## src/rtl/fifo16x8_dp.sv

```systemverilog
// Sixteen-entry first-word-fall-through FIFO wrapped around a dual-port RAM
// with an asynchronous read; status flags decode the registered occupancy count.
module fifo16x8_dp #(
  parameter int DEPTH_LOG2 = 4,
  parameter int WIDTH      = 8
) (
  input  logic                  clk,
  input  logic                  reset,
  input  logic [WIDTH-1:0]      data_in,
  input  logic                  write,
  input  logic                  read,
  input  logic                  clear_err,
  output logic [WIDTH-1:0]      data_out,
  output logic                  data_present,
  output logic                  full,
  output logic                  half_full,
  output logic [DEPTH_LOG2:0]   count,
  output logic                  overflow,
  output logic                  underflow
);

  localparam int DEPTH = 1 << DEPTH_LOG2;
  localparam logic [DEPTH_LOG2-1:0] PTR_ONE  = {{(DEPTH_LOG2-1){1'b0}}, 1'b1};
  localparam logic [DEPTH_LOG2:0]   CNT_ONE  = {{DEPTH_LOG2{1'b0}}, 1'b1};
  localparam logic [DEPTH_LOG2:0]   CNT_FULL = {1'b1, {DEPTH_LOG2{1'b0}}};
  localparam logic [DEPTH_LOG2:0]   CNT_HALF = {2'b01, {(DEPTH_LOG2-1){1'b0}}};

  logic [WIDTH-1:0]      mem [DEPTH];
  logic [DEPTH_LOG2-1:0] wr_ptr;
  logic [DEPTH_LOG2-1:0] rd_ptr;
  logic                  wr_en;
  logic                  rd_en;

  assign data_present = (count != '0);
  assign full         = (count == CNT_FULL);
  assign half_full    = (count >= CNT_HALF);

  // A pop in the same edge frees a slot, so a full FIFO still takes a write.
  assign rd_en = read & data_present;
  assign wr_en = write & (~full | rd_en);

  assign data_out = mem[rd_ptr];

  always_ff @(posedge clk) begin
    if (wr_en) begin
      mem[wr_ptr] <= data_in;
    end
  end

  always_ff @(posedge clk or posedge reset) begin
    if (reset) begin
      wr_ptr    <= '0;
      rd_ptr    <= '0;
      count     <= '0;
      overflow  <= 1'b0;
      underflow <= 1'b0;
    end else begin
      if (wr_en) begin
        wr_ptr <= wr_ptr + PTR_ONE;
      end
      if (rd_en) begin
        rd_ptr <= rd_ptr + PTR_ONE;
      end
      if (wr_en && !rd_en) begin
        count <= count + CNT_ONE;
      end else if (rd_en && !wr_en) begin
        count <= count - CNT_ONE;
      end
      // A new error in the same cycle as clear_err wins.
      overflow  <= (overflow & ~clear_err) | (write & full & ~read);
      underflow <= (underflow & ~clear_err) | (read & ~data_present);
    end
  end

endmodule

```

## config.mk

```make
export PLATFORM = sky130hd
export DESIGN_NAME = fifo16x8_dp
export DESIGN_NICKNAME = d
export VERILOG_FILES = /design/src/rtl/fifo16x8_dp.sv
export SDC_FILE = /design/constraint.sdc
export NUM_CORES = 1
export LEC_CHECK = 0
export CAP_MARGIN = 20
export CORE_MARGIN = 3
export CORE_UTILIZATION = 62
export CTS_BUF_LIST = sky130_fd_sc_hd__clkbuf_4 sky130_fd_sc_hd__clkbuf_8
export DETAILED_ROUTE_END_ITERATION = 8
export PLACE_DENSITY = 0.82
export SLEW_MARGIN = 10
export SYNTH_ARGS = -nofsm -noshare
export SYNTH_HDL_FRONTEND = slang
export SYNTH_SLANG_ARGS = --single-unit
```

## constraint.sdc

```tcl
create_clock -name clk -period 3 [get_ports clk]
set_clock_uncertainty 0.05 [all_clocks]
set_input_delay 0.6 -clock clk [delete_from_list [all_inputs] [get_ports clk]]
set_output_delay 0.6 -clock clk [all_outputs]
set_load 0.005 [all_outputs]
```

==> results of run 1 <==
==> flip-flops by register name, indices dropped and copies added, names as in the netlist <==
register and count:
mem 128, rd_ptr 4, overflow 1, count 5
underflow 1, wr_ptr 4
==> per-layer routing <==
metal  global-route usage, %  vias to the layer above
met2                    37.5                      125
li1                        -                     1402
met5                       0                        -
met4                    9.16                        0
met1                    34.0                     1639
met3                    5.41                       24
==> per-stage QoR <==
step	power, W	std cells	instance area, um^2	util [%]	TNS, ps
3_3_place_gp	0.00481	460	6330	70.8	0
2_1_floorplan	0.00399	324	5820	-	0
6_report	0.00700	504	7080	79.3	0
5_1_grt	0.00731	504	7080	79.3	-22.0
3_5_place_dp	0.00490	460	6330	70.8	0
4_1_cts	0.00683	500	6990	78.3	-117
==> logic make-up after synthesis <==
family / after synthesis / share of synthesized area, %
fa+ha+maj: 10 / 2.28
flops: 143 / 72.5
compound gates: 42 / 5.52
simple gates: 44 / 4.26
buf+inv: 24 / 1.72
mux: 51 / 12.3
xor+xnor: 10 / 1.50
==> worst max-delay path, delay by kind of cell, from the launching register on <==
kind,cells,cell delay [ps]
AO/OA/AOI/OAI,1,230
AND/OR/NAND/NOR,1,110
flip-flops,1,510
buffers and inverters,3,480
multiplexers,1,510
==> cell usage in the layout, fill, tap and decap left out, types with 9 or more instances in the layout <==
cell type,netlist,routed
mux2i_1,33,32
edfxtp_1,128,128
clkbuf_8,0,17
ha_1,9,9
mux4_2,16,16
dfrtp_1,15,12
xnor2_1,9,9
buf_4,0,17
clkdlybuf4s50_1,0,22
nand2_1,13,12
a221oi_2,0,12
and2_1,16,15
==> timing repair <==
item | CTS | global route
pin swaps | 12 | 4
resized for setup | 38 | 16
endpoints found under the hold margin | 0 | 0
setup buffers | 7 | 5
setup endpoints to repair | 8 | 7
gates cloned | 1 | 0
==> final timing paths <==
check | endpoint | from
setup / recovery | data_out[2] | rd_ptr[0]
hold reg to reg | underflow | underflow
setup reg to reg | count[4] | count[1]
max in group asynchronous | rd_ptr[3] | reset
hold / removal | underflow | reset
min in group clk | underflow | underflow
==> power groups by stage <==
stage,logic [W],registers (W),clock network [W]
floorplan,0.00140,0.00259,0
global placement,0.00216,0.00265,0
detailed placement,0.00223,0.00267,0
CTS,0.00259,0.00264,0.00161
global route,0.00294,0.00267,0.00170
finish,0.00275,0.00265,0.00160
==> cell type report <==
class | instances | area, um^2 | area share (%)
clock buffer | 18 | 241 | 3.41
inverter | 9 | 33.8 | 0.477
clock inverter | 14 | 179 | 2.53
multi-input combinational | 157 | 1700 | 24.0
timing repair buffer | 55 | 571 | 8.06
sequential | 143 | 4220 | 59.6
tap | 108 | 135 | 1.91
==> results.md, run 1 <==
- Total GRT Usage: 24.1%
- Critical-path maximum fanout: 8
- IO buf count: 30
- Worst-Margin Slew: 626 ps
- Synthesis Warnings: 0
- Synth async-reset ratio: 10.5%
- Synth Instances: 324
- Rows: 34
- Final hold vios: 0
- Fillers: 454
- Logic gate share of total power: 39.3%
- DP HPWL: 7.41 mm
- Fmax: 0.341 GHz
- Number of synthesized register bits: 143
- Vias in the first global route: 3227
- Clock Path Buffers: 2
- Max VDD drop: 568 uV
- Cell chain of the critical path: buf_12, buf_4, mux4_2, a22oi_2, nand2_1, dlymetal6s2s_1
- Area growth, synth to finish: 21.6%
- DRC violations left: 0
- Metal3 WL: 703 um
- Antenna Nets Post-Route: 0
- Final setup viols: 0
- CTS tree: yes
- Initial Utilization: 65.2%
- Clk network pwr share: 22.8%
- Netlist cell types: 35
- Worst reg2reg setup slack: 190 ps
- Sw Ratio: 33.3%
- EDFF count, synth: 128
- P_sw: 0.00233 W
- Slew headroom: 58.1%
- DR WL/cell: 23.6 um
- CP Capture Type: primary output
- Final WL: 11.9 mm
- DRT iter0 DRCs: 253
- Area of the mapped netlist: 0.00582 mm^2
- Final Critical Period: 2930 ps
- Crit path required time: 2350 ps
- Hold buffers post-CTS: 0
- Final worst slack: 70.7 ps
- Area leader, netlist: edfxtp_1
- Reg2reg path depth: 10
- Core area: 0.00893 mm^2
- Top cells by count, synth: edfxtp_1 (128), mux2i_1 (33), a221oi_1 (16), and2_1 (16), mux4_2 (16)
- Share of the synthesized area in the top cell type: 66.0%
- Largest net degree at the start of global routing: 19
- DR vias: 3190
- Startpoint Class: flip-flop
- Max Cap Viol: 0
- Global-route wire length before repair: 18.1 mm
- H-Tree Depth: 4
- Syn avg cell area: 18.0 um^2
- Sequential share of the synthesized area: 72.5%
- Worst skew pair latency: 430 ps
- Layout cells sized above 1: 28.5%
- WP data arrival: 2280 ps
- Antenna violations before repair: 0
- Sequential share of power: 37.9%
- Setup slack at placement: 9.66 ps
- Leakage power: 2.52 nW
- Die Y-Extent: 103 um
- Critical-path top delay cell: dfrtp_2
- P_int: 0.00467 W
- Top area cells in the synthesized netlist: edfxtp_1 (66%), dfrtp_1 (6.4%), mux4_2 (6.2%)
- Status: finished clean
- Ys flop type: edfxtp_1
- Nets@finish: 406
- I/O Pins: 31
- M1 WL: 4.99 mm
- Routability cong.: 0.831
- Slew Limit Fails: 0
- Delay of the slowest critical-path stage: 510 ps
- Worst min-delay path category: input pin to asynchronous set/reset pin
- Chip width: 103 um
- Met2 wire length: 5.97 mm
- Final Cycle Share: 97.6%
- DRT Pass-1 Iters: 5
- Vias/cell: 6.33
- Clock slew at reported path FFs: 80 ps
- Hold WS: 458 ps
- CTS root buf: clkbuf_8
- Most common cell in the synthesized netlist: edfxtp_1
- CP Class: flip-flop to primary output
- Antenna Cells: 0
- Synth Net Count: 347
- Die area: 0.0106 mm^2
- Max layer used: met4
- Clock sinks: 143
- P per Cell Area: 988 mW/mm^2
- GR Overflow Total: 0
- Cts bufs inserted: 17
Note: power is estimated with default switching activity, not from simulation.
==> run 2: changes to the inputs <==
- TNS_END_PERCENT: not set -> 5
==> results.md, run 2 (synthesis gave the netlist of run 1 again) <==
- Status: finished with violations (was finished clean)
- Failing checks: negative setup slack
- Max VDD drop: 568 uV (about the same)
- Final Cycle Share: 106% (was 97.6%)
- CTS tree: yes (unchanged)
- Critical path's top delay family: buffers and inverters (was flip-flops)
- Largest net degree at the start of global routing: 19 (unchanged)
- Antenna violations before repair: 0 (unchanged)
- DRT Pass-1 Iters: 5 (unchanged)
- Layout cells sized above 1: 26.9% (was 28.5%)
- Final setup viols: 2 (was 0)
- CP Capture Type: primary output (unchanged)
- Area growth, synth to finish: 20.8% (was 21.6%)
- CTS root buf: clkbuf_8 (unchanged)
- M1 WL: 5.00 mm (was 4.99 mm)
- Most frequent cells in the layout: edfxtp_1 (128), mux2i_1 (33), clkdlybuf4s50_1 (24) (was edfxtp_1 (128), mux2i_1 (32), clkdlybuf4s50_1 (22))
- DP HPWL: 7.41 mm (unchanged)
- Die area: 0.0106 mm^2 (unchanged)
- Core area: 0.00893 mm^2 (unchanged)
- Clock sinks: 143 (unchanged)
- Slew Limit Fails: 0 (unchanged)
- P per Cell Area: 988 mW/mm^2 (about the same)
- Die Y-Extent: 103 um (unchanged)
- Critical-path top delay cell: dfrtp_2 (unchanged)
- Metal3 WL: 682 um (was 703 um)
- DRT iter0 DRCs: 241 (was 253)
- Clock Path Buffers: 2 (unchanged)
- Global-route wire length before repair: 18.0 mm (was 18.1 mm)
- Antenna Cells: 0 (unchanged)
- CP Class: flip-flop to primary output (unchanged)
- Initial Utilization: 65.2% (unchanged)
- Fmax: 0.315 GHz (was 0.341 GHz)
- IO buf count: 30 (unchanged)
- Setup slack at placement: 9.66 ps (unchanged)
- Crit path required time: 2350 ps (about the same)
- Startpoint Class: flip-flop (unchanged)
- Antenna Nets Post-Route: 0 (unchanged)
- DR WL/cell: 23.7 um (was 23.6 um)
- GR Overflow Total: 0 (unchanged)
- Vias in the first global route: 3199 (was 3227)
- Worst min-delay path category: input pin to asynchronous set/reset pin (unchanged)
- DR vias: 3213 (was 3190)
- Sw Ratio: 33.4% (was 33.3%)
- WP data arrival: 2520 ps (was 2280 ps)
- Max Cap Viol: 0 (unchanged)
- Fillers: 462 (was 454)
- Max layer used: met4 (unchanged)
- Max FFs per register: 128 (unchanged)
- Clk network pwr share: 23.1% (was 22.8%)
- I/O Pins: 31 (unchanged)
- Worst skew pair latency: 440 ps (was 430 ps)
- Most common cell after layout, fill and taps aside: edfxtp_1 (unchanged)
- Final Critical Period: 3170 ps (was 2930 ps)
- Clock slew at reported path FFs: 80 ps (about the same)
- Final worst slack: -171 ps (was 70.7 ps)
- Cell chain of the critical path: buf_4, buf_12, mux2i_1, a221oi_2, a22oi_1, nand2_1, clkdlybuf4s50_1 (was buf_12, buf_4, mux4_2, a22oi_2, nand2_1, dlymetal6s2s_1)
- Final core occ: 78.7% (was 79.3%)
- Leakage power: 2.49 nW (was 2.52 nW)
- P_sw: 0.00232 W (was 0.00233 W)
- Rows: 34 (unchanged)
- Placed Instances: 460 (unchanged)
- Routability cong.: 0.831 (unchanged)
- Nets@finish: 401 (was 406)
- Vias/cell: 6.44 (was 6.33)
- Slew headroom: 51.2% (was 58.1%)
- Final WL: 11.8 mm (was 11.9 mm)
- Final hold vios: 0 (unchanged)
- Final cell count without fillers: 499 (was 504)
- Worst-Margin Slew: 731 ps (was 626 ps)
- Cts bufs inserted: 17 (unchanged)
- Chip width: 103 um (unchanged)
- DRC violations left: 0 (unchanged)
- RSZ-0062 raised after global routing: true
- P_int: 0.00462 W (was 0.00467 W)
- Total GRT Usage: 24.0% (was 24.1%)
- Sequential share of power: 38.1% (was 37.9%)
- Largest Register: mem (unchanged)
- Delay of the slowest critical-path stage: 500 ps (was 510 ps)
- H-Tree Depth: 4 (unchanged)
- Logic gate share of total power: 38.7% (was 39.3%)
- CP bufs+invs: 3 (unchanged)
- Biggest regs: mem x128, count x5 (unchanged)
- Met2 wire length: 5.91 mm (was 5.97 mm)
- Critical-path maximum fanout: 10 (was 8)
-- run 2: through the flow --
| stage | area (um^2) | hold slack [ps] | TNS, ps | total power (W) |
|---|---|---|---|---|
| after floorplan | 5820 | 428 | 0 | 0.00399 |
| after global placement | 6330 | 426 | 0 | 0.00481 |
| after detailed placement | 6330 | 440 | 0 | 0.00490 |
| after CTS | 6980 | 461 | -359 | 0.00683 |
| after global routing | 7030 | 491 | -517 | 0.00725 |
| final | 7030 | 455 | -315 | 0.00695 |
-- run 2: layout make-up --
type / instances / area [um^2] / area share (%)
tap: 108 / 135 / 1.92
multi-input combinational: 157 / 1700 / 24.1
inverter: 9 / 33.8 / 0.480
sequential: 143 / 4220 / 60.0
clock buffer: 18 / 241 / 3.43
timing repair buffer: 50 / 524 / 7.45
clock inverter: 14 / 179 / 2.54
-- run 2: routing by layer --
| layer | GRT usage (%) | vias up |
|---|---|---|
| li1 | - | 1395 |
| met5 | 0 | - |
| met2 | 37.3 | 138 |
| met1 | 33.9 | 1657 |
| met3 | 5.35 | 23 |
| met4 | 9.06 | 0 |
-- run 2: repair_timing --
item | in CTS | in global routing
setup endpoints to repair | 8 | 9
gates cloned | 1 | 0
hold buffers | 0 | 0
pin swaps | 9 | 4
resized for setup | 32 | 15
buffers inserted | 6 | 0
-- run 2: worst paths after layout --
path / slack (ps) / cells after the start / start / end
max: -170 / 7 / rd_ptr[0] / data_out[0]
min: 450 / 2 / reset / underflow
max reg2reg: 190 / 10 / count[1] / count[4]
min reg2reg: 460 / 1 / underflow / underflow
max in group asynchronous: 2040 / 2 / reset / rd_ptr[3]
min in group clk: 460 / 1 / underflow / underflow
-- run 2: worst reg2reg max path: cells and delay by family, from the launching register on --
family          cells  cell delay (ps)
simple gates        3              850
fa+ha+maj           2              570
flops               1              450
compound gates      2              350
mux                 1              250
xor+xnor            1              140
buf+inv             1               90
-- run 2: power groups by stage --
| stage | logic (W) | registers (W) | clock network, W |
|---|---|---|---|
| global placement | 0.00216 | 0.00265 | 0 |
| CTS | 0.00258 | 0.00264 | 0.00161 |
| finish | 0.00269 | 0.00265 | 0.00161 |
| floorplan | 0.00140 | 0.00259 | 0 |
| global route | 0.00288 | 0.00267 | 0.00170 |
| detailed placement | 0.00223 | 0.00267 | 0 |
==> run 3: changes to the inputs <==
- RECOVER_POWER: not set -> 25
- SLEW_MARGIN: 10 -> not set
==> results.md, run 3 (synthesis gave the netlist of run 1 again) <==
- Critical-path top delay cell: dfrtp_2 (unchanged)
- Largest Register: mem (unchanged)
- Slew headroom: 51.2% (about the same)
- Worst min-delay path category: flip-flop to flip-flop (was input pin to asynchronous set/reset pin)
- Final WL: 11.8 mm (about the same)
- Global-route wire length before repair: 18.0 mm (unchanged)
- Clock slew at reported path FFs: 80 ps (about the same)
- IO buf count: 30 (unchanged)
- Status: finished with violations (unchanged)
- Nets@finish: 401 (unchanged)
- Hold WS: 460 ps (was 455 ps)
- Clock Path Buffers: 2 (unchanged)
- GR Overflow Total: 0 (unchanged)
- CP Class: flip-flop to primary output (unchanged)
- Chip width: 103 um (unchanged)
- Critical-path maximum fanout: 10 (unchanged)
- I/O Pins: 31 (unchanged)
- GRT met3 Usage: 5.35% (unchanged)
- DR vias: 3205 (was 3213)
- DP HPWL: 7.41 mm (unchanged)
- Final core occ: 78.7% (unchanged)
- Placed Area: 0.00633 mm^2 (unchanged)
- Final worst slack: -169 ps (was -171 ps)
- Final hold vios: 0 (unchanged)
- Max VDD drop: 568 uV (about the same)
- Most common cell after layout, fill and taps aside: edfxtp_1 (unchanged)
- Die area: 0.0106 mm^2 (unchanged)
- Hold buffers post-CTS: 0 (unchanged)
- Slew Limit Fails: 0 (unchanged)
- GRT met1 Usage: 33.9% (unchanged)
- Most frequent cells in the layout: edfxtp_1 (128), mux2i_1 (33), clkdlybuf4s50_1 (19) (was edfxtp_1 (128), mux2i_1 (33), clkdlybuf4s50_1 (24))
- DRT Pass-1 Iters: 5 (unchanged)
- Biggest regs: mem x128, count x5 (unchanged)
- Core area: 0.00893 mm^2 (unchanged)
- DRC violations left: 0 (unchanged)
- Delay of the slowest critical-path stage: 500 ps (about the same)
- Rows: 34 (unchanged)
- Worst skew pair latency: 440 ps (about the same)
- Fmax: 0.316 GHz (was 0.315 GHz)
- Die Y-Extent: 103 um (unchanged)
- Failing checks: negative setup slack (unchanged)
- Total GRT Usage: 24.0% (unchanged)
- Largest net degree at the start of global routing: 19 (unchanged)
- Routability cong.: 0.831 (unchanged)
- Leakage power: 2.49 nW (about the same)
- RSZ-0062 raised after global routing: true (unchanged)
- Cts bufs inserted: 17 (unchanged)
- Vias/cell: 6.42 (was 6.44)
- Initial Utilization: 65.2% (unchanged)
- Final setup viols: 2 (unchanged)
- Cell chain of the critical path: buf_4, buf_12, mux2i_1, a221oi_2, a22oi_1, nand2_1, clkdlybuf4s50_1 (unchanged)
- Antenna Cells: 0 (unchanged)
- Worst-Margin Slew: 730 ps (was 731 ps)
- H-Tree Depth: 4 (unchanged)
- Final Critical Period: 3170 ps (about the same)
- Area growth, synth to finish: 20.8% (unchanged)
- Max FFs per register: 128 (unchanged)
- Setup slack at placement: 9.66 ps (unchanged)
- P per Cell Area: 987 mW/mm^2 (was 988 mW/mm^2)
- Vias in the first global route: 3199 (unchanged)
- Antenna Nets Post-Route: 0 (unchanged)
- Max Cap Viol: 0 (unchanged)
- Clock sinks: 143 (unchanged)
- Fin area: 0.00703 mm^2 (unchanged)
- DRT iter0 DRCs: 241 (unchanged)
- WP data arrival: 2520 ps (about the same)
- Startpoint Class: flip-flop (unchanged)
- CTS root buf: clkbuf_8 (unchanged)
- Layout cells sized above 1: 26.9% (unchanged)
- Most used routing layer: met2 (unchanged)
- Final Cycle Share: 106% (about the same)
- Setup_tns: -313 ps (was -315 ps)
- Crit path required time: 2350 ps (about the same)
- CP Capture Type: primary output (unchanged)
- Met2 Usage GRT: 37.3% (unchanged)
- Antenna violations before repair: 0 (unchanged)
- CTS tree: yes (unchanged)
- DR WL/cell: 23.6 um (was 23.7 um)
run 3: changes by cell type in the layout (fill, tap and decap cells not counted):
| cell | before | now |
|---|---|---|
| clkdlybuf4s50_1 | 24 | 19 |
| dlygate4sd3_1 | 0 | 5 |
run 3: path summary, 6_finish.rpt:
| kind | start | endpoint | slack (ps) | cells after the start |
|---|---|---|---|---|
| worst max-delay path | rd_ptr[0] | data_out[0] | -170 | 7 |
| worst min-delay path | underflow | underflow | 460 | 1 |
| worst max register to register | count[1] | count[4] | 190 | 10 |
| worst min register to register | underflow | underflow | 460 | 1 |
| max in group asynchronous | reset | rd_ptr[3] | 1900 | 2 |
| min in group asynchronous | reset | underflow | 590 | 2 |
run 3: cell type report:
| cell class | count | area (um^2) |
|---|---|---|
| Multi-Input combinational cell | 157 | 1700 |
| Clock inverter | 14 | 179 |
| Inverter | 9 | 33.8 |
| Fill cell | 462 | 1900 |
| Timing Repair Buffer | 50 | 524 |
| Clock buffer | 18 | 241 |
| Sequential cell | 143 | 4220 |
| Tap cell | 108 | 135 |
run 3: layer usage:
layer  up-vias  share of wire [%]
li1       1395                  -
met5         -                  0
met1      1651                 42
met2       136                 50
met4         0                1.8
met3        23                6.0
run 3: repair_timing:
| action | CTS | global route |
|---|---|---|
| gates resized for setup | 32 | 15 |
| buffers inserted | 6 | 0 |
| setup endpoints to repair | 8 | 9 |
| pin swaps | 9 | 4 |
| gates cloned | 1 | 0 |
| endpoints found under the hold margin | 0 | 0 |
run 3: worst max-delay path: cells and delay by family, from the launching register on:
| kind | cells | cell delay, ps |
|---|---|---|
| buffers and inverters | 3 | 820 |
| AOI/OAI and AO/OA | 2 | 540 |
| DFF | 1 | 500 |
| muxes | 1 | 150 |
| and+or+nand+nor | 1 | 80 |
run 3: report_power, final:
part / switching [W] / leakage, nW / internal (W)
Combinational: 0.00136 / 0.953 / 0.00133
Clock: 0.000759 / 0.207 / 0.000846
Sequential: 0.000202 / 1.33 / 0.00245
run 3: metrics by stage:
| stage | cells | total power (W) |
|---|---|---|
| after floorplan | 324 | 0.00399 |
| after global placement | 460 | 0.00481 |
| after detailed placement | 460 | 0.00490 |
| after CTS | 499 | 0.00683 |
| after global routing | 499 | 0.00725 |
| final | 499 | 0.00694 |
